<file path="src/rtl/calc_seq_pkg.sv">
// Shared definitions for the calculator sequencer: FSM state encodings
// and LED mux select codes.
package calc_seq_pkg;

    typedef enum logic [3:0] {
        IDLE1   = 4'd0,
        LOAD1   = 4'd1,
        IDLE2   = 4'd2,
        LOAD2   = 4'd3,
        SHOW_MS = 4'd4,
        START   = 4'd5,
        WAIT    = 4'd6,
        DONE    = 4'd7,
        ERROR   = 4'd8
    } state_t;

    localparam logic [1:0] LED_DIN    = 2'b00;
    localparam logic [1:0] LED_MS     = 2'b01;
    localparam logic [1:0] LED_RESULT = 2'b10;
    localparam logic [1:0] LED_ERR    = 2'b11;

endpackage

</file>
<file path="src/rtl/calc_sequencer_btn_debounce.sv">
// Push-button conditioner: two-flop synchronizer, stability counter and a
// registered single-cycle pulse on each debounced rising edge.
module btn_debounce #(
    parameter int DB_CYCLES = 4
) (
    input  logic CLK,
    input  logic clear,
    input  logic raw,
    output logic pulse
);

    localparam int CW = $clog2(DB_CYCLES + 1);
    localparam logic [CW-1:0] CNT_LAST = CW'(DB_CYCLES - 1);

    logic          s1;
    logic          s2;
    logic          db_level;
    logic          db_level_prev;
    logic [CW-1:0] cnt;

    always_ff @(posedge CLK or posedge clear) begin
        if (clear) begin
            s1            <= 1'b0;
            s2            <= 1'b0;
            db_level      <= 1'b0;
            db_level_prev <= 1'b0;
            cnt           <= '0;
            pulse         <= 1'b0;
        end else begin
            s1 <= raw;
            s2 <= s1;
            // Level flips only after DB_CYCLES consecutive disagreeing samples.
            if (s2 != db_level) begin
                if (cnt == CNT_LAST) begin
                    db_level <= ~db_level;
                    cnt      <= '0;
                end else begin
                    cnt <= cnt + CW'(1);
                end
            end else begin
                cnt <= '0;
            end
            db_level_prev <= db_level;
            pulse         <= db_level & ~db_level_prev;
        end
    end

endmodule

</file>
<file path="src/rtl/calc_sequencer.sv">
// Calculator controller: sequences two operand loads, launches the ALU with
// a latched opcode, guards it with a timeout and drives display status.
module calc_sequencer
    import calc_seq_pkg::*;
#(
    parameter int DB_CYCLES = 4,
    parameter int TIMEOUT   = 16
) (
    input  logic       CLK,
    input  logic       clear,
    input  logic       next_btn,
    input  logic [2:0] MS,
    input  logic       alu_done,
    input  logic       alu_err,
    output logic       WE,
    output logic       W1,
    output logic [3:0] MS_out,
    output logic       alu_start,
    output logic [1:0] LEDsel,
    output logic       Done_out,
    output logic       err_out,
    output logic       busy
);

    localparam int TW = $clog2(TIMEOUT);
    localparam logic [TW-1:0] T_LAST = TW'(TIMEOUT - 1);

    state_t        state;
    state_t        state_next;
    logic          next_pulse;
    logic [2:0]    ms_reg;
    logic [TW-1:0] tcount;

    btn_debounce #(
        .DB_CYCLES(DB_CYCLES)
    ) u_debounce (
        .CLK  (CLK),
        .clear(clear),
        .raw  (next_btn),
        .pulse(next_pulse)
    );

    always_ff @(posedge CLK or posedge clear) begin
        if (clear) begin
            state <= IDLE1;
        end else begin
            state <= state_next;
        end
    end

    // Opcode is captured on the edge that enters START so it is already
    // valid while alu_start is high; later switch changes are ignored.
    always_ff @(posedge CLK or posedge clear) begin
        if (clear) begin
            ms_reg <= 3'b000;
            tcount <= '0;
        end else begin
            if (state == SHOW_MS && next_pulse) begin
                ms_reg <= MS;
            end
            if (state == WAIT) begin
                tcount <= tcount + TW'(1);
            end else begin
                tcount <= '0;
            end
        end
    end

    always_comb begin
        state_next = state;
        case (state)
            IDLE1:   if (next_pulse) state_next = LOAD1;
            LOAD1:   state_next = IDLE2;
            IDLE2:   if (next_pulse) state_next = LOAD2;
            LOAD2:   state_next = SHOW_MS;
            SHOW_MS: if (next_pulse) state_next = START;
            START:   state_next = WAIT;
            WAIT: begin
                // A completion in the final timeout cycle still counts.
                if (alu_done) begin
                    state_next = alu_err ? ERROR : DONE;
                end else if (tcount == T_LAST) begin
                    state_next = ERROR;
                end
            end
            DONE:    if (next_pulse) state_next = IDLE1;
            ERROR:   if (next_pulse) state_next = IDLE1;
            default: state_next = IDLE1;
        endcase
    end

    always_comb begin
        WE        = 1'b0;
        W1        = 1'b0;
        MS_out    = 4'b0000;
        alu_start = 1'b0;
        LEDsel    = LED_DIN;
        Done_out  = 1'b0;
        err_out   = 1'b0;
        busy      = 1'b0;
        case (state)
            IDLE1: ;
            LOAD1: WE = 1'b1;
            IDLE2: W1 = 1'b1;
            LOAD2: begin
                WE     = 1'b1;
                W1     = 1'b1;
                LEDsel = LED_MS;
            end
            SHOW_MS: begin
                W1     = 1'b1;
                LEDsel = LED_MS;
                MS_out = {1'b0, MS};
            end
            START: begin
                W1        = 1'b1;
                LEDsel    = LED_MS;
                MS_out    = {1'b0, ms_reg};
                alu_start = 1'b1;
                busy      = 1'b1;
            end
            WAIT: begin
                W1     = 1'b1;
                LEDsel = LED_MS;
                MS_out = {1'b0, ms_reg};
                busy   = 1'b1;
            end
            DONE: begin
                W1       = 1'b1;
                LEDsel   = LED_RESULT;
                MS_out   = {1'b0, ms_reg};
                Done_out = 1'b1;
            end
            ERROR: begin
                W1      = 1'b1;
                LEDsel  = LED_ERR;
                MS_out  = {1'b0, ms_reg};
                err_out = 1'b1;
            end
            default: ;
        endcase
    end

endmodule
</file>
<file path="config.mk">
export PLATFORM = sky130hd
export DESIGN_NAME = calc_sequencer
export DESIGN_NICKNAME = d
export VERILOG_FILES = /design/src/rtl/calc_seq_pkg.sv /design/src/rtl/calc_sequencer_btn_debounce.sv /design/src/rtl/calc_sequencer.sv
export SDC_FILE = /design/constraint.sdc
export NUM_CORES = 1
export LEC_CHECK = 0
export CORE_MARGIN = 10
export CORE_UTILIZATION = 35
export DETAILED_ROUTE_END_ITERATION = 12
export SLEW_MARGIN = 40
export SYNTH_ARGS = -nofsm -noshare
export SYNTH_HDL_FRONTEND = slang
export SYNTH_SLANG_ARGS = --single-unit
export TNS_END_PERCENT = 1
</file>
<file path="constraint.sdc">
create_clock -name CLK -period 3 [get_ports CLK]
set_input_delay 0.6 -clock CLK [delete_from_list [all_inputs] [get_ports CLK]]
set_output_delay 0.6 -clock CLK [all_outputs]
set_load 0.01 [all_outputs]
</file>
==> metrics.txt <==
worst hold margin 362 ps; Final Hold Viols 0; Synth Instances 94; die span in x 73.5 um; Placer Congestion 0.793; hold path startpoint u_debounce.s1$_DFF_PP0_; fraction of registers with async set/reset 100%; CP Max Fanout 14; FF+latch count, synth 19; Rel. slew slack 53.0%; Yosys cell types 36; CP Capture Point MS_out[2]; RR Startpoint state[0]$_DFFE_PP0P_; # diodes 0; crit path kind reg2out; synth top area cells dfrtp_1, a22o_1, nor2_1, mux2_1, o21ai_1; share of cells above drive strength 1 11.7%; Clock Latency Late Sink 290 ps; final period demand of the worst path 2660 ps; vias in the first global route 689; DR iter-0 viols 63; Net Sw Power 0.423 mW; syn nets 104; buffer count from post-CTS setup fixing 0; Min-Delay Path Class reg2reg; Rows 19; Ys Warns 0; r2r setup slk 1440 ps; Top Ports 20; most common cell after layout, fill and taps aside dfrtp_1; Synth top area share 47.4%; setup slack after layout 336 ps; Residual DRC 0; delay-heaviest family, CP flip-flops; GRT Util Overall 7.23%; LEAKAGE 0.535 nW; setup TNS 0 ps; Crit-path slowest cell dfrtp_1; Post-CTS Resized 0; Cell Int Power 0.677 mW; largest area contributor in the netlist dfrtp_1; CP arrival 2060 ps; Final Instance Area 1220 sq um; post-layout util 44.2%; IO Port Bufs 18; H-tree depth 1; start point of the critical path state[3]$_DFFE_PP0P_; pre-CTS setup slack 510 ps; Final Max Tran Viols 0; Max clock buf depth 2; Num CTS Buffers 3; Final nets 122; drt wl/cell 13.4 um; routed via count 729; PD cells 901 nW/um^2; cell count after placement 138; Clock Power Share 11.4%; TritonCTS Sinks 19; worst slew pin tran 704 ps; Sw Share 38.4%; Seq/Total Area, Yosys 47.4%; Post-Syn Area per Cell 10.7 sq um; hold buffer count at cts 0; vias per inst 5.13; Post-synth EDFFs 0; Post-Syn Area 1000 sq um; global-route wire length before repair 3.19 mm; Worst Skew 6.92 ps; Worst R2R End state[1]$_DFFE_PP0P_; CTS tree done; Buf/Inv on CP 1; registers with the most flip-flops state (4), tcount (4); Max-Cap Viols 0; antenna violations before repair 0; main flop type after synthesis dfrtp_1; commonest cells after routing, fill and taps aside dfrtp_1, clkdlybuf4s50_1, nor2_1; drt pass-1 iters 4; largest net degree at the start of global routing 20; Reg power frac 40.4%; Layout fillers 275; endpoints failing setup 0; Critical Path Start Type flip-flop; final WL 1.90 mm; CP peak stage delay 570 ps; Clk pin slew, worst setup/hold paths 110 ps; Worst VDD drop 422 uV; Hold Crit Depth 0; die area 5410 sq um; critical path required time 2400 ps; dpl cell area 1190 sq um; post-route insts no fill 142; GR Overflow Total 0; cell count along the critical path 5; fmax 0.375 GHz; Worst Setup End Kind output port; Area Overhead vs Synth 21.6%; Clock Tree Root clkbuf_4; status completed; fin crit share 88.8%; CP Cell Sequence nor2b_2 -> nand2_1 -> o21ai_1 -> a32o_1 -> clkdlybuf4s50_1; Power, Total 1.10 mW; Die H 73.5 um; RSZ-0062 raised after global routing false; antenna viol nets, final 0; DP Wirelength 1.43 mm; Starting Density 36.4%; Worst Reg2Reg Path Length in Cells 4; core area 2760 sq um; Comb pwr share 48.2%
-- power groups by stage --
stage,clock network (mW),registers (mW),logic (mW)
after CTS,0.134,0.444,0.541
after global routing,0.147,0.460,0.593
after floorplan,0,0.386,0.424
after detailed placement,0,0.450,0.539
final,0.125,0.444,0.530
after global placement,0,0.445,0.534
-- worst min path at each step --
| stage | end |
|---|---|
| floorplan | u_debounce.s2$_DFF_PP0_ |
| global placement | u_debounce.s2$_DFF_PP0_ |
| detailed placement | u_debounce.s2$_DFF_PP0_ |
| CTS | u_debounce.s2$_DFF_PP0_ |
| global route | u_debounce.s2$_DFF_PP0_ |
| finish | u_debounce.s2$_DFF_PP0_ |
-- synthesized netlist by cell type, drive strengths merged (2+ instances only) --
| cell | instances |
|---|---|
| mux2 | 4 |
| inv | 4 |
| o21ai | 7 |
| nor3b | 2 |
| ha | 2 |
| nand2 | 4 |
| a22o | 4 |
| nor2b | 4 |
| nand2b | 3 |
| a32o | 2 |
| xnor2 | 2 |
| a21oi | 5 |
| buf | 5 |
| nand3 | 2 |
| nor2 | 10 |
| dfrtp | 19 |
-- per-layer routing --
layer  global-route usage [%]  up-vias  part of all wire [%]
met2                     10.9       22                    42
li1                         -      364                     -
met1                     8.83      341                    48
met5                        0        -                     0
met3                     2.56        2                   8.5
met4                     3.73        0                   1.1
-- worst reg2reg max path, delay by kind of cell, from the launching register on --
kind / cells / cell delay (ps)
AOI/OAI and AO/OA: 3 / 470
DFF: 1 / 550
and+or+nand+nor: 1 / 460
-- cells by family after synthesis --
group / Yosys count / share of synthesized area (%)
AND/OR/NAND/NOR: 32 / 19.7
AO/OA/AOI/OAI: 24 / 18.5
flip-flops: 19 / 47.4
buffers and inverters: 9 / 4.49
multiplexers: 4 / 4.49
XOR/XNOR: 3 / 2.62
adder cells (fa/ha/maj): 2 / 2.49
other: 1 / 0.374
-- area by class of cell --
class                   instances  area [sq um]  share of cell area (%)
clock inverters                 1          5.00                   0.410
multi-input cells              66           483                    39.6
flip-flops and latches         19           475                    39.0
repair buffers                 18           180                    14.8
clock buffers                   3          22.5                    1.85
well taps                      31          38.8                    3.18
inverters                       4          15.0                    1.23
(Power assumes the default switching activity.)
